**config.mk**
```make
export PLATFORM = sky130hd
export DESIGN_NAME = joy_md_pad_reader
export DESIGN_NICKNAME = d
export VERILOG_FILES = /design/src/rtl/joy_md_pad_reader.sv
export SDC_FILE = /design/constraint.sdc
export NUM_CORES = 1
export LEC_CHECK = 0
export ABC_CLOCK_PERIOD_IN_PS = 1950
export BUFFER_PORTS_ARGS = -buffer_cell sky130_fd_sc_hd__buf_4
export CAP_MARGIN = 25
export CORE_MARGIN = 3
export CORE_UTILIZATION = 45
export DETAILED_ROUTE_END_ITERATION = 7
export GPL_TIMING_DRIVEN = 1
export PLACE_DENSITY = 0.62
export SYNTH_ARGS = -nofsm -noshare
export SYNTH_HDL_FRONTEND = slang
export SYNTH_SLANG_ARGS = --single-unit
export TNS_END_PERCENT = 5
```
**constraint.sdc**
```tcl
create_clock -name clk -period 1.95 [get_ports clk]
set_input_delay 0.195 -clock clk [delete_from_list [all_inputs] [get_ports clk]]
set_output_delay 0.195 -clock clk [all_outputs]
set_load 0.01 [all_outputs]
```
**src/rtl/joy_md_pad_reader.sv**
```systemverilog
// joy_md_pad_reader
//   Scans one DB9 joystick port. Drives SELECT (pin 7) through a timed
//   sequence of phases, samples the six connector inputs at the end of each
//   phase, and classifies the attached pad as one of three kinds:
//   - Atari-style stick
//   - Mega Drive 3-button pad
//   - Mega Drive 6-button pad
//   Once per scan it commits one coherent snapshot to the outputs.
//
//   Optional feature macro: JOY_MD_6BTN_EN
//   - Defined: 8-phase scan, with 6-button detection and X/Y/Z/Mode reporting.
//   - Undefined: 4-phase scan, with 3-button reporting only.
//
// Ports
//   clk       system clock
//   rst_n     asynchronous active-low reset (internally released synchronously)
//   joy_pins  raw active-low connector inputs {pin9, pin6, up, down, left, right}
//   joy_sel   SELECT drive to connector pin 7
//   joy_out   active-low {fire2, fire1, up, down, left, right}
//   joy_ext   active-low {start, a, x, y, z, mode}
//   pad_type  00 Atari/none, 01 MD 3-button, 10 MD 6-button
//   scan_done one-cycle pulse in the cycle the outputs update
module joy_md_pad_reader #(
  parameter int SEL_DIV  = 224,
  parameter int SCAN_DIV = 65536
) (
  input  logic       clk,
  input  logic       rst_n,
  input  logic [5:0] joy_pins,
  output logic       joy_sel,
  output logic [5:0] joy_out,
  output logic [5:0] joy_ext,
  output logic [1:0] pad_type,
  output logic       scan_done
);

  localparam int CNT_MAX = (SCAN_DIV > SEL_DIV) ? SCAN_DIV : SEL_DIV;
  localparam int CNT_W   = (CNT_MAX > 2) ? $clog2(CNT_MAX) : 1;
  localparam logic [CNT_W-1:0] SEL_LAST  = CNT_W'(SEL_DIV - 1);
  localparam logic [CNT_W-1:0] SCAN_LAST = CNT_W'(SCAN_DIV - 1);

  typedef enum logic [3:0] {
    ST_IDLE, ST_PH0, ST_PH1, ST_PH2, ST_PH3, ST_PH4, ST_PH5, ST_PH6, ST_PH7
  } state_t;

`ifdef JOY_MD_6BTN_EN
  localparam state_t LAST_PH = ST_PH7;
`else
  localparam state_t LAST_PH = ST_PH3;
`endif

  // Reset asserts asynchronously but releases on a clock edge, so the FSM
  // never leaves reset on a partial cycle.
  logic rst_sync_n;
  always_ff @(posedge clk or negedge rst_n) begin
    if (!rst_n) rst_sync_n <= 1'b0;
    else        rst_sync_n <= 1'b1;
  end

  // Stage p0/p1: two-flop synchronizer for the asynchronous connector pins
  logic [5:0] pins_p0, pins_p1;
  always_ff @(posedge clk) begin
    pins_p0 <= joy_pins;
    pins_p1 <= pins_p0;
  end

  // FSM: state register and shared phase/idle counter
  state_t          state_q, state_d;
  logic [CNT_W-1:0] cnt_q;
  logic            phase_end, idle_end, commit;

  always_ff @(posedge clk or negedge rst_sync_n) begin
    if (!rst_sync_n) begin
      state_q <= ST_IDLE;
      cnt_q   <= '0;
    end else begin
      state_q <= state_d;
      cnt_q   <= (state_d != state_q) ? '0 : cnt_q + 1'b1;
    end
  end

  // FSM: next-state logic
  always_comb begin
    idle_end  = (state_q == ST_IDLE) && (cnt_q == SCAN_LAST);
    phase_end = (state_q != ST_IDLE) && (cnt_q == SEL_LAST);
    state_d   = state_q;
    if (idle_end)
      state_d = ST_PH0;
    else if (phase_end)
      state_d = (state_q == LAST_PH) ? ST_IDLE : state_t'(state_q + 4'd1);
  end

  // FSM: outputs. SELECT is low in PH0/2/4/6, which are the odd encodings.
  always_comb begin
    joy_sel = (state_q == ST_IDLE) || !state_q[0];
    commit  = phase_end && (state_q == LAST_PH);
  end

  // Shadow registers. They are written only on phase ends and are read only
  // at the commit of a completed scan, so they need no reset.
  logic       md_present_q;
  logic [5:0] ph1_q;
  logic       btn_a_q, btn_start_q;
  logic       six_btn_q;
  logic [3:0] xyzm_q;

  always_ff @(posedge clk) begin
    if (phase_end) begin
      case (state_q)
        ST_PH0: md_present_q <= (pins_p1[1:0] == 2'b00);
        ST_PH1: ph1_q        <= pins_p1;
        ST_PH2: begin
          btn_a_q     <= pins_p1[4];
          btn_start_q <= pins_p1[5];
        end
`ifdef JOY_MD_6BTN_EN
        ST_PH4: six_btn_q <= md_present_q && (pins_p1[3:0] == 4'b0000);
        // Fourth SELECT-high phase: up=Z, down=Y, left=X, right=Mode
        ST_PH5: xyzm_q    <= {pins_p1[1], pins_p1[2], pins_p1[3], pins_p1[0]};
`endif
        default: ;
      endcase
    end
  end

`ifndef JOY_MD_6BTN_EN
  always_comb begin
    six_btn_q = 1'b0;
    xyzm_q    = 4'hF;
  end
`endif

  function automatic logic [5:0] pack_ext(input logic md, input logic six,
                                          input logic st, input logic a,
                                          input logic [3:0] xyzm);
    if (!md)     return 6'h3F;
    else if (six) return {st, a, xyzm};
    else         return {st, a, 4'hF};
  endfunction

  // Commit stage: outputs change only on the last cycle of a full scan
  always_ff @(posedge clk or negedge rst_sync_n) begin
    if (!rst_sync_n) begin
      joy_out   <= 6'h3F;
      joy_ext   <= 6'h3F;
      pad_type  <= 2'b00;
      scan_done <= 1'b0;
    end else begin
      scan_done <= commit;
      if (commit) begin
        joy_out  <= ph1_q;
        joy_ext  <= pack_ext(md_present_q, six_btn_q, btn_start_q, btn_a_q, xyzm_q);
        pad_type <= !md_present_q ? 2'b00 : (six_btn_q ? 2'b10 : 2'b01);
      end
    end
  end

endmodule

```
==> metrics <==
Tot GR Track Use ~15%; ys flop type dfrtp_1; crit end category flop; post-DR vias/cell a little over 5; CTS tree built; layout cells sized above 1 36.15%; row cnt 24; Worst-Skew Late Latency approximately 0.31 ns; period utilisation layout between 90% and 100%; Starting Density between 40% and 50%; Final TNS setup 0 ns; DP HPWL about 2900 um; #FFs+latches synth 52; Crit Path Class reg2reg; status completed; P&R area growth vs syn 24.71%; GPL Wtd Cong 0.8175; final hold viol count 0; synth warn 0; mux cell area share after synthesis 5.233%; Worst Setup SP cnt_q[12]; Cell Area, Synth about 2200 sq um; Chip Height about 75 um; fin crit period approximately 1.9 ns; worst hold path class in2async; vias in the first global route roughly 1400; DRC violation count after routing 0; first-pass GRT wire length roughly 6400 um; fmax around 0.53 GHz; max-slew violation count 0; GRT overflow 0; CTS Buffer Depth 2; CTS Buf Count 5; core box area ~4500 sq um; syn avg cell area around 13 sq um; placed cells ~250; post-synthesis cell type count 42; fillers about 370; Finish-stage setup viols 0; ANT nets after route 0; largest family of logic cells by synthesized area simple AND/OR/NAND/NOR gates; Cells after Synth about 170; drt wl/cell around 15 um; # Max-Cap Violations 0; Worst-path clk slew ~0.10 ns; Inserted Diodes 0; Final nets around 230; Synth Area in XOR/XNOR under 10%; r2r setup slk 0.05 ns; Synth Area in Simple Gates between 10% and 20%; die area 5648 sq um; Crit Path Max Fanout 6; htree depth 2; skew final a little over 0.009 ns; final WL 4024 um; initial antenna violation count 0; CTS root buf clkbuf_8; compound-cell area share of the yosys netlist about 3.5%; static leakage 1.195 nW; Synth Area in Adders slightly below 3%; Total Power around 0.0018 W; RSZ-0062 raised after global routing yes; register area share after synthesis ~60%; worst r2r src cnt_q[12]; total number of vias 1351; maximum number of pins on one net before global-route repair 31; Critical Path AT 1.92 ns; die extent in x approximately 75 um; peak supply drop about 300 uV; critical path data required time between 1.5 and 2 ns; Initial DRT Pass Iterations 4; DRT iter0 DRCs 60; io pins 24; PwrDens around 670 nW/um^2; # clock sinks 52; critical path startpoint category flop; PortBufs 18; FFs w/ async S/R, synth about three fifths; Post-synth EDFFs 9; Layout Cells excl Fill ~270
==> power breakdown <==
| part | internal [W] | switching [W] |
|---|---|---|
| registers | 0.00111 | 0.00000443 |
| clock network | 0.000264 | 0.000378 |
| logic | 0.0000194 | 0.0000225 |
==> flip-flops by register name, indices dropped and copies added (netlist names) <==
signal	flops
scan_done	1
btn_a_q	1
btn_start_q	1
joy_ext	2
cnt_q	16
ph1_q	6
pins_p0	6
pins_p1	6
md_present_q	1
rst_sync_n	1
pad_type	1
state_q	4
joy_out	6
==> worst paths after layout <==
| path | depth (start not counted) | end |
|---|---|---|
| max | 4 | ph1_q[4] |
| max in group asynchronous | 1 | joy_ext[4] |
| min | 2 | rst_sync_n |
| max reg2reg | 4 | ph1_q[4] |
| min in group clk | 0 | pins_p1[1] |
| min reg2reg | 1 | cnt_q[3] |
==> metal layers <==
metal | track usage (%) | part of all wire (%) | wire [um] | vias up
met3 | 4.005 | 2.5 | 102 | 8
met2 | 28.14 | 54 | 2192 | 18
met5 | 0 | 0 | 0 | -
met1 | 17.52 | 41 | 1664 | 667
li1 | - | - | - | 658
met4 | 4.660 | 1.6 | 65 | 0
==> through the flow <==
step           hold slack (ns)  utilization [%]  instance area, sq um  worst slack [ns]
6_report                0.2481            59.98                  2684           0.05020
2_1_floorplan          -0.1006                -                  2178         -0.008997
3_5_place_dp          -0.02716            54.78                  2451         -0.006313
5_1_grt                 0.2132            59.98                  2684          -0.01235
3_3_place_gp          -0.02944            54.78                  2451           0.03062
4_1_cts                 0.1739            58.78                  2630          0.008477
==> placed cells by master, fill, tap and decap left out, types with 6 or more instances in the layout <==
master | Yosys | final
xnor2_1 | 9 | 9
inv_1 | 6 | 6
dfrtp_1 | 23 | 23
edfxtp_1 | 9 | 9
conb_1 | 2 | 6
buf_4 | 5 | 33
dfxtp_1 | 12 | 12
dlygate4sd3_1 | 0 | 7
nor2_1 | 21 | 21
mux2_2 | 8 | 7
dfstp_2 | 8 | 8
nand3_1 | 7 | 6
==> synth_stat cells, types with 2 or more instances <==
library cell	n	area (sq um)
nand2_1	6	22.52
xnor2_1	9	78.83
inv_1	6	22.52
nor2_1	21	78.83
dfxtp_1	12	240.2
nand4_1	3	18.77
edfxtp_1	9	270.3
mux2_1	2	22.52
o31ai_1	2	15.01
nand3_1	7	35.03
nor4b_4	2	47.55
dfrtp_1	23	575.6
buf_4	5	37.54
xor2_1	5	43.79
mux2_2	8	90.09
nor4_1	3	18.77
dfstp_2	8	210.2
and3_1	4	25.02
nand2b_1	2	12.51
nor3_1	2	10.01
ha_1	5	62.56
conb_1	2	7.510
==> repair_timing <==
item / in CTS / in global routing
hold buffers: 7 / 0
resized for setup: 2 / 9
pin swaps: 1 / 8
endpoints found under the hold margin: 7 / 0
endpoints found under the setup margin: 15 / 29
buffers inserted: 0 / 1
gates cloned: 0 / 1
==> cell families (layout without fill, tap and decap cells) <==
kind of cell             after synthesis  after routing
multiplexers                          10             10
adder cells (fa/ha/maj)                5              5
buffers and inverters                 13             55
flip-flops                            52             52
AO/OA/AOI/OAI                          8              9
XOR/XNOR                              14             14
other                                  2              6
AND/OR/NAND/NOR                       62             62
==> worst max-delay path: stages, from the launching register on <==
cell and delay, ns:
dfrtp_1 0.43, or4_4 0.51, nor4b_4 0.26, and2_4 0.20, and3_4 0.22
==> area by class of cell <==
class                      instances  area [sq um]  share of cell area, %
clock buffer                       5         68.82                  2.564
timing repair buffer              41         337.8                  12.59
tap                               52         65.06                  2.424
multi-input combinational        106         865.8                  32.26
inverter                           6         22.52                 0.8392
sequential                        52          1296                  48.30
clock inverter                     3         27.53                  1.026
(Power assumes the default switching activity.)
